$ cat src/rtl/alu_pkg.sv
// Shared definitions for the sequential ALU: opcode encodings and FSM states.
package alu_pkg;

    // Single-cycle opcodes
    localparam logic [2:0] OP_FWD   = 3'b000;
    localparam logic [2:0] OP_ADD   = 3'b001;
    localparam logic [2:0] OP_AND   = 3'b010;
    localparam logic [2:0] OP_OR    = 3'b011;
    // Iterative opcodes (one bit per cycle)
    localparam logic [2:0] OP_ROR   = 3'b100;
    localparam logic [2:0] OP_MUL   = 3'b101;
    localparam logic [2:0] OP_SRA   = 3'b110;
    localparam logic [2:0] OP_SHIFT = 3'b111;

    // Control FSM: IDLE accepts START, RUN steps the iterative datapath
    typedef enum logic {
        IDLE = 1'b0,
        RUN  = 1'b1
    } state_t;

endpackage

$ cat src/rtl/alu_iter_unit.sv
// Iterative datapath: working register, multiplier accumulator and the
// one-step rotate / shift / shift-add logic. Control (when to load, when to
// step, how many steps) lives in the parent.
module alu_iter_unit
    import alu_pkg::*;
#(
    parameter int WIDTH = 8
) (
    input  logic             clk,
    input  logic             rst,
    input  logic             load,
    input  logic             step,
    input  logic [2:0]       op,
    input  logic [WIDTH-1:0] data1,
    input  logic [WIDTH-1:0] data2,
    output logic [WIDTH-1:0] step_result
);

    logic [2:0]       op_q;
    logic [WIDTH-1:0] work;        // operand being rotated/shifted; multiplicand for MUL
    logic [WIDTH-1:0] acc;         // MUL partial product
    logic [WIDTH-1:0] mplier;      // MUL multiplier, consumed LSB first
    logic             shift_right; // SHIFT direction, from the sign of the amount
    logic [WIDTH-1:0] work_next;
    logic [WIDTH-1:0] acc_next;

    // One iteration of the selected op; step_result is the value after this step
    always_comb begin
        work_next = work;
        acc_next  = acc;
        case (op_q)
            OP_ROR:   work_next = {work[0], work[WIDTH-1:1]};
            OP_SRA:   work_next = {work[WIDTH-1], work[WIDTH-1:1]};
            OP_SHIFT: work_next = shift_right ? {1'b0, work[WIDTH-1:1]}
                                              : {work[WIDTH-2:0], 1'b0};
            OP_MUL: begin
                acc_next  = acc + (mplier[0] ? work : '0);
                work_next = {work[WIDTH-2:0], 1'b0};
            end
            default: ;
        endcase
        step_result = (op_q == OP_MUL) ? acc_next : work_next;
    end

    // Load operands at acceptance, then advance one step per cycle while stepping
    always_ff @(posedge clk or posedge rst) begin
        if (rst) begin
            op_q        <= OP_FWD;
            work        <= '0;
            acc         <= '0;
            mplier      <= '0;
            shift_right <= 1'b0;
        end else if (load) begin
            op_q        <= op;
            work        <= data1;
            acc         <= '0;
            mplier      <= data2;
            shift_right <= data2[WIDTH-1];
        end else if (step) begin
            work        <= work_next;
            acc         <= acc_next;
            mplier      <= {1'b0, mplier[WIDTH-1:1]};
        end
    end

endmodule

$ cat src/rtl/seq_alu.sv
// Multi-cycle ALU with START/BUSY/DONE handshake. Single-cycle ops and
// zero-length iterative ops complete on the accepting edge; other iterative
// ops run one bit per cycle in alu_iter_unit.
//
// Handshake: START is sampled on a rising edge only while BUSY=0 (IDLE);
// SELECT/DATA1/DATA2 are captured on that same edge and may change afterwards.
// BUSY is high for exactly k cycles after acceptance. DONE is a one-cycle
// pulse that coincides with BUSY falling (or follows the accepting edge when
// k=0); RESULT/ZERO are valid while DONE is high and held until the next DONE.
// A START presented during the DONE cycle is accepted, allowing back-to-back ops.
module seq_alu
    import alu_pkg::*;
#(
    parameter int WIDTH = 8,
    parameter int CNT_W = $clog2(WIDTH) + 1
) (
    input  logic             CLK,
    input  logic             RESET,
    input  logic             START,
    input  logic [2:0]       SELECT,
    input  logic [WIDTH-1:0] DATA1,
    input  logic [WIDTH-1:0] DATA2,
    output logic [WIDTH-1:0] RESULT,
    output logic             ZERO,
    output logic             BUSY,
    output logic             DONE,
    output state_t           dbg_state
);

    localparam int               LOG_W   = $clog2(WIDTH);
    localparam logic [WIDTH-1:0] WIDTH_V = WIDTH'(WIDTH);
    localparam logic [CNT_W-1:0] WIDTH_C = CNT_W'(WIDTH);

    state_t           state;
    state_t           state_next;
    logic [CNT_W-1:0] cnt;
    logic [CNT_W-1:0] k_start;
    logic [WIDTH-1:0] quick_result;
    logic [WIDTH-1:0] sum;
    logic [WIDTH-1:0] shift_mag;
    logic [WIDTH-1:0] step_result;
    logic             zero_lat;
    logic             accept;
    logic             accept_quick;
    logic             last_step;

    assign sum          = DATA1 + DATA2;
    assign accept       = (state == IDLE) && START;
    assign accept_quick = accept && (k_start == '0);
    assign last_step    = (state == RUN) && (cnt == CNT_W'(1));
    assign dbg_state    = state;

    // Iteration count and single-cycle result for the operands on the inputs
    always_comb begin
        shift_mag    = DATA2[WIDTH-1] ? -DATA2 : DATA2;
        k_start      = '0;
        quick_result = DATA1;
        case (SELECT)
            OP_FWD:   quick_result = DATA2;
            OP_ADD:   quick_result = sum;
            OP_AND:   quick_result = DATA1 & DATA2;
            OP_OR:    quick_result = DATA1 | DATA2;
            OP_ROR:   k_start = {1'b0, DATA2[LOG_W-1:0]};
            OP_MUL:   k_start = WIDTH_C;
            OP_SRA:   k_start = (DATA2 >= WIDTH_V) ? WIDTH_C : {1'b0, DATA2[LOG_W-1:0]};
            OP_SHIFT: k_start = (shift_mag >= WIDTH_V) ? WIDTH_C : {1'b0, shift_mag[LOG_W-1:0]};
            default:  ;
        endcase
    end

    // FSM state register
    always_ff @(posedge CLK or posedge RESET) begin
        if (RESET) state <= IDLE;
        else       state <= state_next;
    end

    // FSM next-state logic
    always_comb begin
        state_next = state;
        case (state)
            IDLE: if (START && (k_start != '0)) state_next = RUN;
            RUN:  if (cnt == CNT_W'(1))         state_next = IDLE;
            default: state_next = IDLE;
        endcase
    end

    // FSM outputs
    always_comb begin
        BUSY = (state == RUN);
    end

    // Remaining-iteration counter, loaded at acceptance
    always_ff @(posedge CLK or posedge RESET) begin
        if (RESET)              cnt <= '0;
        else if (accept)        cnt <= k_start;
        else if (state == RUN)  cnt <= cnt - CNT_W'(1);
    end

    // ZERO flag for the captured operands, reported when the op completes
    always_ff @(posedge CLK or posedge RESET) begin
        if (RESET)       zero_lat <= 1'b0;
        else if (accept) zero_lat <= (sum == '0);
    end

    // Result, flag and DONE pulse registers
    always_ff @(posedge CLK or posedge RESET) begin
        if (RESET) begin
            RESULT <= '0;
            ZERO   <= 1'b0;
            DONE   <= 1'b0;
        end else if (accept_quick) begin
            RESULT <= quick_result;
            ZERO   <= (sum == '0);
            DONE   <= 1'b1;
        end else if (last_step) begin
            RESULT <= step_result;
            ZERO   <= zero_lat;
            DONE   <= 1'b1;
        end else begin
            DONE   <= 1'b0;
        end
    end

    alu_iter_unit #(
        .WIDTH (WIDTH)
    ) u_iter (
        .clk         (CLK),
        .rst         (RESET),
        .load        (accept && (k_start != '0)),
        .step        (state == RUN),
        .op          (SELECT),
        .data1       (DATA1),
        .data2       (DATA2),
        .step_result (step_result)
    );

endmodule

$ cat config.mk
export PLATFORM = sky130hd
export DESIGN_NAME = seq_alu
export DESIGN_NICKNAME = d
export VERILOG_FILES = /design/src/rtl/alu_pkg.sv /design/src/rtl/alu_iter_unit.sv /design/src/rtl/seq_alu.sv
export SDC_FILE = /design/constraint.sdc
export NUM_CORES = 1
export LEC_CHECK = 0
export ABC_AREA = 1
export CAP_MARGIN = 20
export CORE_MARGIN = 2
export CORE_UTILIZATION = 55
export CTS_CLUSTER_DIAMETER = 80
export CTS_CLUSTER_SIZE = 14
export DETAILED_ROUTE_END_ITERATION = 7
export PLACE_DENSITY = 0.76
export SETUP_SLACK_MARGIN = 0.4
export SYNTH_ARGS = -nofsm -noshare
export SYNTH_HDL_FRONTEND = slang
export SYNTH_SLANG_ARGS = --single-unit
$ cat constraint.sdc
create_clock -name CLK -period 2.53 [get_ports CLK]
set_input_delay 0.759 -clock CLK [delete_from_list [all_inputs] [get_ports CLK]]
set_output_delay 0.759 -clock CLK [all_outputs]
set_load 0.01 [all_outputs]
======== Yosys cells after proc, flatten, opt, wreduce, memory -nomap -nowiden ========
Index checks and enable logic that the tools add are counted.
cells by class
  eq/ne operators ......................... 12
  order comparisons ....................... 2
  reductions and logical operators ........ 12
  mux-type cells .......................... 27
  $add $sub $neg .......................... 4
  bitwise gates (word level) .............. 3
operators by type and width
  operator                                                           count
  two-way mux 8 bit                                                  13
  case mux 8 bit (4 select lines)                                    2
  equality test 3 bit, second input constant                         8
  adder 8 bit                                                        2
  greater-or-equal comparator 8 x 4 -> 1 bit, second input constant  2
  two-way mux 4 bit                                                  4
  case mux 4 bit (4 select lines)                                    1
  bitwise AND 8 bit                                                  1
  logical NOT 8 bit                                                  1
  negator 8 bit                                                      1
  bitwise OR 8 bit                                                   1
  equality test 3 x 2 -> 1 bit, second input constant                2
  two-way mux 1 bit                                                  6
  nonzero test 2 bit                                                 3
  logical AND 1 bit                                                  5
  equality test 4 x 1 -> 1 bit, second input constant                1
  logical NOT 4 bit                                                  1
  nonzero test 4 bit                                                 1
  subtractor 4 x 1 -> 4 bit, second input constant                   1
  equality test 3 x 1 -> 1 bit, second input constant                1
  logical NOT 3 bit                                                  1
  case mux 1 bit (2 select lines)                                    1
  inverter 1 bit                                                     1
storage, ports and cells
  output and inout port bits .............. 12
  input port bits ......................... 22
  logic and storage cells ................. 71
  flip-flop bits (word level) ............. 44

======== Logic depth before layout (Yosys ltp) ========
  word-level depth ........................ 9
  mapped depth ............................ 21
  mapped depth without buffers ............ 20

======== Modules after synthesis ========
Synthesis repeated with hierarchy kept, for this count alone.
unflattened totals
  cells, all modules ...................... 571
  area, all modules ....................... 3847.4 um2
modules (own cells, without submodules)
  module         seq. area each (um2)  cells an instance  area an instance (um2)  times used
  alu_iter_unit  700.7                 284                1970.6                  1
  seq_alu        400.4                 287                1876.8                  1

======== Worst setup path before layout ========
OpenSTA, ideal clock, no wires.
  path kind ............................... input to register
  start point ............................. input port DATA2[0]
  end point ............................... register RESULT[7]
  cell stages on the path ................. 18
  data required time ...................... 2.414 ns
  setup time .............................. 0.116 ns
  buffers on the path ..................... 1
  arrival ................................. 2.307 ns
  setup slack ............................. 0.107 ns
  cell sequence ........................... inv_1 -> ha_1 -> nand2_1 -> nor2_1 -> nand2_1 -> nand2_1 -> nand2_2 -> nor2_4 -> nand3_1 -> nand2_1 -> inv_2 -> nor2_8 -> nand3_4 -> buf_6 -> nand2_1 -> nand2_1 -> nand2_1 -> nand2_1
between the ends
  longest elaborated chain between the ends .. 8
  elaborated cells on any way between the ends .. 13
  those cells by class .................... add/sub: 2; order compare: 2; mux: 6; reduce/logical: 3
RTL lines
  what                                                     RTL line        text
  from (decl)                                              seq_alu.sv:22   input logic [WIDTH-1:0] DATA2,
  negator 8 bit                                            seq_alu.sv:55   shift_mag = DATA2[WIDTH-1] ? -DATA2 : DATA2;
  two-way mux 8 bit                                        seq_alu.sv:55
  greater-or-equal comparator 8 x 4 -> 1 bit               seq_alu.sv:66   OP_SHIFT: k_start = (shift_mag >= WIDTH_V) ? WIDTH_C : {1'b0, shift_mag[LOG_W-1:0]};
  two-way mux 4 bit                                        seq_alu.sv:66
  case mux 4 bit (4 select lines)                          seq_alu.sv:58   case (SELECT)
  logical NOT 4 bit                                        seq_alu.sv:49   assign accept_quick = accept && (k_start == '0);
  logical AND 1 bit                                        seq_alu.sv:49
  two-way mux 8 bit or nonzero test 2 bit (tied branches)  -
  to (signal assigned)                                     seq_alu.sv:112  RESULT <= quick_result;
  to (signal assigned)                                     seq_alu.sv:116  RESULT <= step_result;
  to (decl)                                                seq_alu.sv:23   output logic [WIDTH-1:0] RESULT,
Parallel ways exist; a longest one is shown, timed or not.
A chain may end at the register's enable or synchronous reset.

======== Worst setup path after layout ========
  start point ............................. register u_iter.mplier[0]
  end point ............................... register RESULT[6]
between the ends
  longest elaborated chain between the ends .. 6
RTL lines
  what                    RTL line             text
  from (decl)             alu_iter_unit.sv:22  logic [WIDTH-1:0] mplier;
  from (signal assigned)  alu_iter_unit.sv:57  mplier <= data2;
  from (signal assigned)  alu_iter_unit.sv:62  mplier <= {1'b0, mplier[WIDTH-1:1]};
  two-way mux 8 bit       alu_iter_unit.sv:37  acc_next = acc + (mplier[0] ? work : '0);
  adder 8 bit             alu_iter_unit.sv:37
  two-way mux 8 bit       alu_iter_unit.sv:31  case (op_q)
  two-way mux 8 bit       alu_iter_unit.sv:42  step_result = (op_q == OP_MUL) ? acc_next : work_next;
  two-way mux 8 bit       seq_alu.sv:115       end else if (last_step) begin
  two-way mux 8 bit       seq_alu.sv:111       end else if (accept_quick) begin
Every way passes these cells. The select of a mux whose other input is x is not followed.

==> impl_summary.md <==
STA
The final critical path takes up 97.46% of the cycle. For the pin with the worst max-slew slack, the measured transition is 0.5838 ns. On the final layout, the worst hold slack is 0.4902 ns.

The hold violation total from the final report came to 0. The time the final worst path needs with I/O delays and setup is 2.466 ns. Setup repair after global routing could not meet its margin everywhere. The number of endpoints failing setup at the final stage is 0. After layout, the worst setup slack is 0.06436 ns. The remaining max-slew budget at the tightest pin is 60.67%. Derived from the worst setup path, the maximum achievable clock frequency is 0.4056 GHz. The number of max-slew violations in the final report is 0. For the final database, setup skew stands at 0.006103 ns. Adding up every negative setup slack in the final design gives 0 ns.

Synthesis
The synthesized netlist contains 43 unique library cells. The top cell type by area accounts for 29.31% of the synthesized area. The simple-gate area share of the yosys netlist is 35.11%. Synthesis inferred 44 register bits. The synthesized netlist cell count is 541. Of the total synthesized cell area, the portion taken by full adders, half adders and majority gates is 10.06%.

By area the synthesized netlist is led by sky130_fd_sc_hd__dfrtp_1 (29%), sky130_fd_sc_hd__nand2_1 (15%), sky130_fd_sc_hd__nand3_1 (11%), sky130_fd_sc_hd__ha_1 (9.0%), sky130_fd_sc_hd__inv_1 (7.1%). After synthesis, the share of cell area in mux cells is 0%. The number of synthesis warnings is 0. Sequential elements use 29.31% of the synthesized area. The netlist area before placement is 3756 µm². The leading area contributor after synthesis is sky130_fd_sc_hd__dfrtp_1. Counting every net in the synthesized netlist gives 592. Among all flip-flop cells after synthesis, the most frequent one is sky130_fd_sc_hd__dfrtp_1. The number of synthesized flops with an enable pin is 0. Dividing the synthesized area by the synthesized cell count gives 6.943 µm². The synthesized netlist devotes 12.62% of its cell area to compound gates.

Summing the areas of all xor and xnor instances in the mapped netlist gives 2.099% of the synthesized area. The share of synthesized registers carrying an async set or reset is 100.0%. By area, the combinational part of the netlist is dominated by simple AND/OR/NAND/NOR gates.

Setup path
The element type at the critical path end is a register. STA puts the critical path data arrival time at 2.67 ns. The worst setup path is launched from a register. The data required time of the critical path is 2.74 ns. Along the worst path, the maximum fanout reaches 3.

The critical path is of the reg -> reg type.

Route
The pre-antenna-repair detailed-routing pass consisted of 5 iterations. The final routed DRC violation total is 0. Across all layers, the routed design uses 4822 vias. The routed via count divided by cell count is 6.361. The violation count after the first detailed-route iteration is 479. In the final routed layout, each cell accounts on average for 20.60 µm.

Summed over all layers, the routed wires come to 15.62 mm. In this run the remaining antenna-violating nets after routing total 0.

Run
The number of max-cap violations is 0.

Layout
The area of combinational cells with multiple inputs is 3009 µm². The sequential cell area is 1101 µm². The area added between synthesis and finish is 57.16%. The repair_antennas step left the layout with diodes totalling 0. Once layout is done, the placed cells without fillers occupy 5903 µm².

The number of fillers in the final layout is 338. The number of nets in the layout is 729. In the final layout, the share of cells above drive strength 1 is 41.30%.

CTS
TritonCTS built the clock tree. Clock-pin slew was measured on the worst setup and hold paths at 0.09 ns. The buffer cell driving the clock tree root is sky130_fd_sc_hd__clkbuf_8.

The TritonCTS buffer count is 5. No sink is reached through more buffers than the 2 on the longest clock path. The clock drives 44 sinks. CTS built an H-tree with a depth of 2. The clock reaches the later pin of the worst-skew pair after 0.31 ns.

Placement
The worst-case setup slack after placement is -0.5405 ns. Input and output buffers added on the ports amount to 33. The placer's final routability congestion estimate is 1.024. Summed over all nets, the half-perimeter wirelength after detailed placement is 8.519 mm. The standard cell area after detailed placement is 4763 µm².

Global route
Global routing finished with a remaining overflow of 0. The first-pass GRT wire length is 21.02 mm. The largest net degree at the start of global routing is 45.

The initial antenna violation count is 0. The number of global-route vias before repair is 4316. Global routing consumed, over all layers together, 35.97% of the routing resources.

Run status
The run finished with clean final reports.

Power and ir drop
The power density over the cells is 913.9 nW/µm². VDD sags by at most 0.0004142 V. For this design the static power due to leakage is 0.002927 µW. The total power is 5395 µW.

Floorplan
The floorplan has 30 rows. The floorplan step defined a core boundary enclosing 6719 µm². The overall die width is 86.64 µm. For this configuration, the core starts out at a cell density of 55.90%. The I/O pin total is 34. The area of the die is 7506 µm². In this run the vertical extent of the chip is 86.64 µm.

Worst hold path
The tightest min-delay check is of the reg -> reg type.
## worst paths after layout
kind,endpoint,depth (start not counted),startpoint,slack (ns)
min,RESULT[6]$_DFFE_PP0P_,2,RESULT[6]$_DFFE_PP0P_,0.49
min in group asynchronous,DONE$_DFF_PP0_,3,RESET,0.89
max,RESULT[6]$_DFFE_PP0P_,20,u_iter.mplier[0]$_DFFE_PP0P_,0.06
max in group asynchronous,u_iter.acc[5]$_DFFE_PP0P_,3,RESET,1.25
min reg2reg,RESULT[6]$_DFFE_PP0P_,2,RESULT[6]$_DFFE_PP0P_,0.49
max reg2reg,RESULT[6]$_DFFE_PP0P_,20,u_iter.mplier[0]$_DFFE_PP0P_,0.06
## cell families (layout without fill, tap and decap cells)
logic type	after synthesis	in the layout
adder cells (fa/ha/maj)	29	29
AO/OA/AOI/OAI	76	76
buffers and inverters	95	227
AND/OR/NAND/NOR	288	293
flip-flops	44	44
XOR/XNOR	9	9
## Yosys cell counts, types with 2 or more instances
cell type / count
sky130_fd_sc_hd__fa_1: 2
sky130_fd_sc_hd__clkbuf_1: 7
sky130_fd_sc_hd__ha_1: 27
sky130_fd_sc_hd__dfrtp_1: 44
sky130_fd_sc_hd__xor2_1: 7
sky130_fd_sc_hd__a21oi_1: 16
sky130_fd_sc_hd__o221ai_1: 3
sky130_fd_sc_hd__buf_4: 2
sky130_fd_sc_hd__nor2_4: 2
sky130_fd_sc_hd__nor3_1: 2
sky130_fd_sc_hd__o211ai_1: 10
sky130_fd_sc_hd__inv_1: 71
sky130_fd_sc_hd__o21ai_0: 19
sky130_fd_sc_hd__buf_6: 3
sky130_fd_sc_hd__o22ai_1: 13
sky130_fd_sc_hd__nor2_1: 28
sky130_fd_sc_hd__nand4_1: 12
sky130_fd_sc_hd__o21ai_1: 2
sky130_fd_sc_hd__inv_2: 4
sky130_fd_sc_hd__xnor2_1: 2
sky130_fd_sc_hd__nor2_2: 3
sky130_fd_sc_hd__a211oi_1: 2
sky130_fd_sc_hd__buf_2: 6
sky130_fd_sc_hd__o21ai_2: 4
sky130_fd_sc_hd__nand2_4: 2
sky130_fd_sc_hd__nand2_1: 147
sky130_fd_sc_hd__nand3_1: 85
## cells in the final DEF (no fill, tap or decap), types with 8 or more instances in the layout
| cell | n |
|---|---|
| sky130_fd_sc_hd__nand2_1 | 126 |
| sky130_fd_sc_hd__buf_4 | 97 |
| sky130_fd_sc_hd__inv_1 | 52 |
| sky130_fd_sc_hd__nand3_2 | 45 |
| sky130_fd_sc_hd__dfrtp_1 | 44 |
| sky130_fd_sc_hd__nand3_1 | 33 |
| sky130_fd_sc_hd__nor2_1 | 24 |
| sky130_fd_sc_hd__nand2_2 | 20 |
| sky130_fd_sc_hd__inv_2 | 16 |
| sky130_fd_sc_hd__clkdlybuf4s50_1 | 16 |
| sky130_fd_sc_hd__o22ai_1 | 13 |
| sky130_fd_sc_hd__ha_1 | 13 |
| sky130_fd_sc_hd__o21ai_0 | 12 |
| sky130_fd_sc_hd__nand4_1 | 12 |
| sky130_fd_sc_hd__a21oi_1 | 11 |
| sky130_fd_sc_hd__ha_4 | 11 |
| sky130_fd_sc_hd__nand3_4 | 10 |
| sky130_fd_sc_hd__o211ai_1 | 10 |
| sky130_fd_sc_hd__o21ai_2 | 9 |
| sky130_fd_sc_hd__buf_6 | 8 |
## sequential cells by signal (all words and copies together) (netlist names)
signal / cells
RESULT: 8
u_iter.work: 8
u_iter.op_q: 3
cnt: 4
zero_lat: 1
DONE: 1
u_iter.acc: 8
u_iter.shift_right: 1
BUSY: 1
ZERO: 1
u_iter.mplier: 8
## final cells by class
class,instances,share of cell area (%)
well taps,80,1.696
clock buffers,5,1.166
flip-flops and latches,44,18.65
inverters,76,5.108
repair buffers,144,21.39
multi-input cells,407,50.98
clock inverters,2,1.017
## power by group
part           switching, µW  total (µW)  internal [µW]
Sequential               346        1360           1020
Clock                    269         658            389
Combinational           2040        3370           1330
## critical path, stage by stage (launching register included)
cell	delay, ns
sky130_fd_sc_hd__dfrtp_1	0.43
sky130_fd_sc_hd__buf_4	0.16
sky130_fd_sc_hd__nand2_1	0.09
sky130_fd_sc_hd__inv_2	0.06
sky130_fd_sc_hd__fa_2	0.37
sky130_fd_sc_hd__nand2_2	0.08
sky130_fd_sc_hd__inv_2	0.04
sky130_fd_sc_hd__o21ai_2	0.14
sky130_fd_sc_hd__nand2_1	0.09
sky130_fd_sc_hd__nand2_2	0.09
sky130_fd_sc_hd__nand2_2	0.06
sky130_fd_sc_hd__a21oi_2	0.13
sky130_fd_sc_hd__nor2_1	0.05
sky130_fd_sc_hd__nor2_1	0.08
sky130_fd_sc_hd__nand2_1	0.08
sky130_fd_sc_hd__nand2_1	0.10
sky130_fd_sc_hd__inv_1	0.06
sky130_fd_sc_hd__nand2_1	0.08
sky130_fd_sc_hd__nand2_1	0.05
sky130_fd_sc_hd__nand2_1	0.08
sky130_fd_sc_hd__nand2_1	0.05
## per-layer routing
layer	share of wire, %	global-route usage, %	wire, µm
met1	34	42.16	5374
met2	50	63.08	7739
met3	8.2	5.429	1286
met4	7.8	19.03	1216
met5	0	0	0
## per-stage QoR
step / std cells / utilization [%]
finish: 758 / 87.86
global route: 758 / 87.86
CTS: 745 / 80.73
detailed placement: 712 / 70.89
global placement: 712 / 70.89
floorplan: 541 / -
## repair_timing
item,4_1_cts,5_1_grt
hold endpoints to repair,0,0
endpoints found under the setup margin,44,43
buffers inserted,20,13
cloned,6,0
hold buffers,0,0
pin swaps,41,38
gates resized for setup,108,86
No activity file was read; power rests on OpenSTA's default activity.
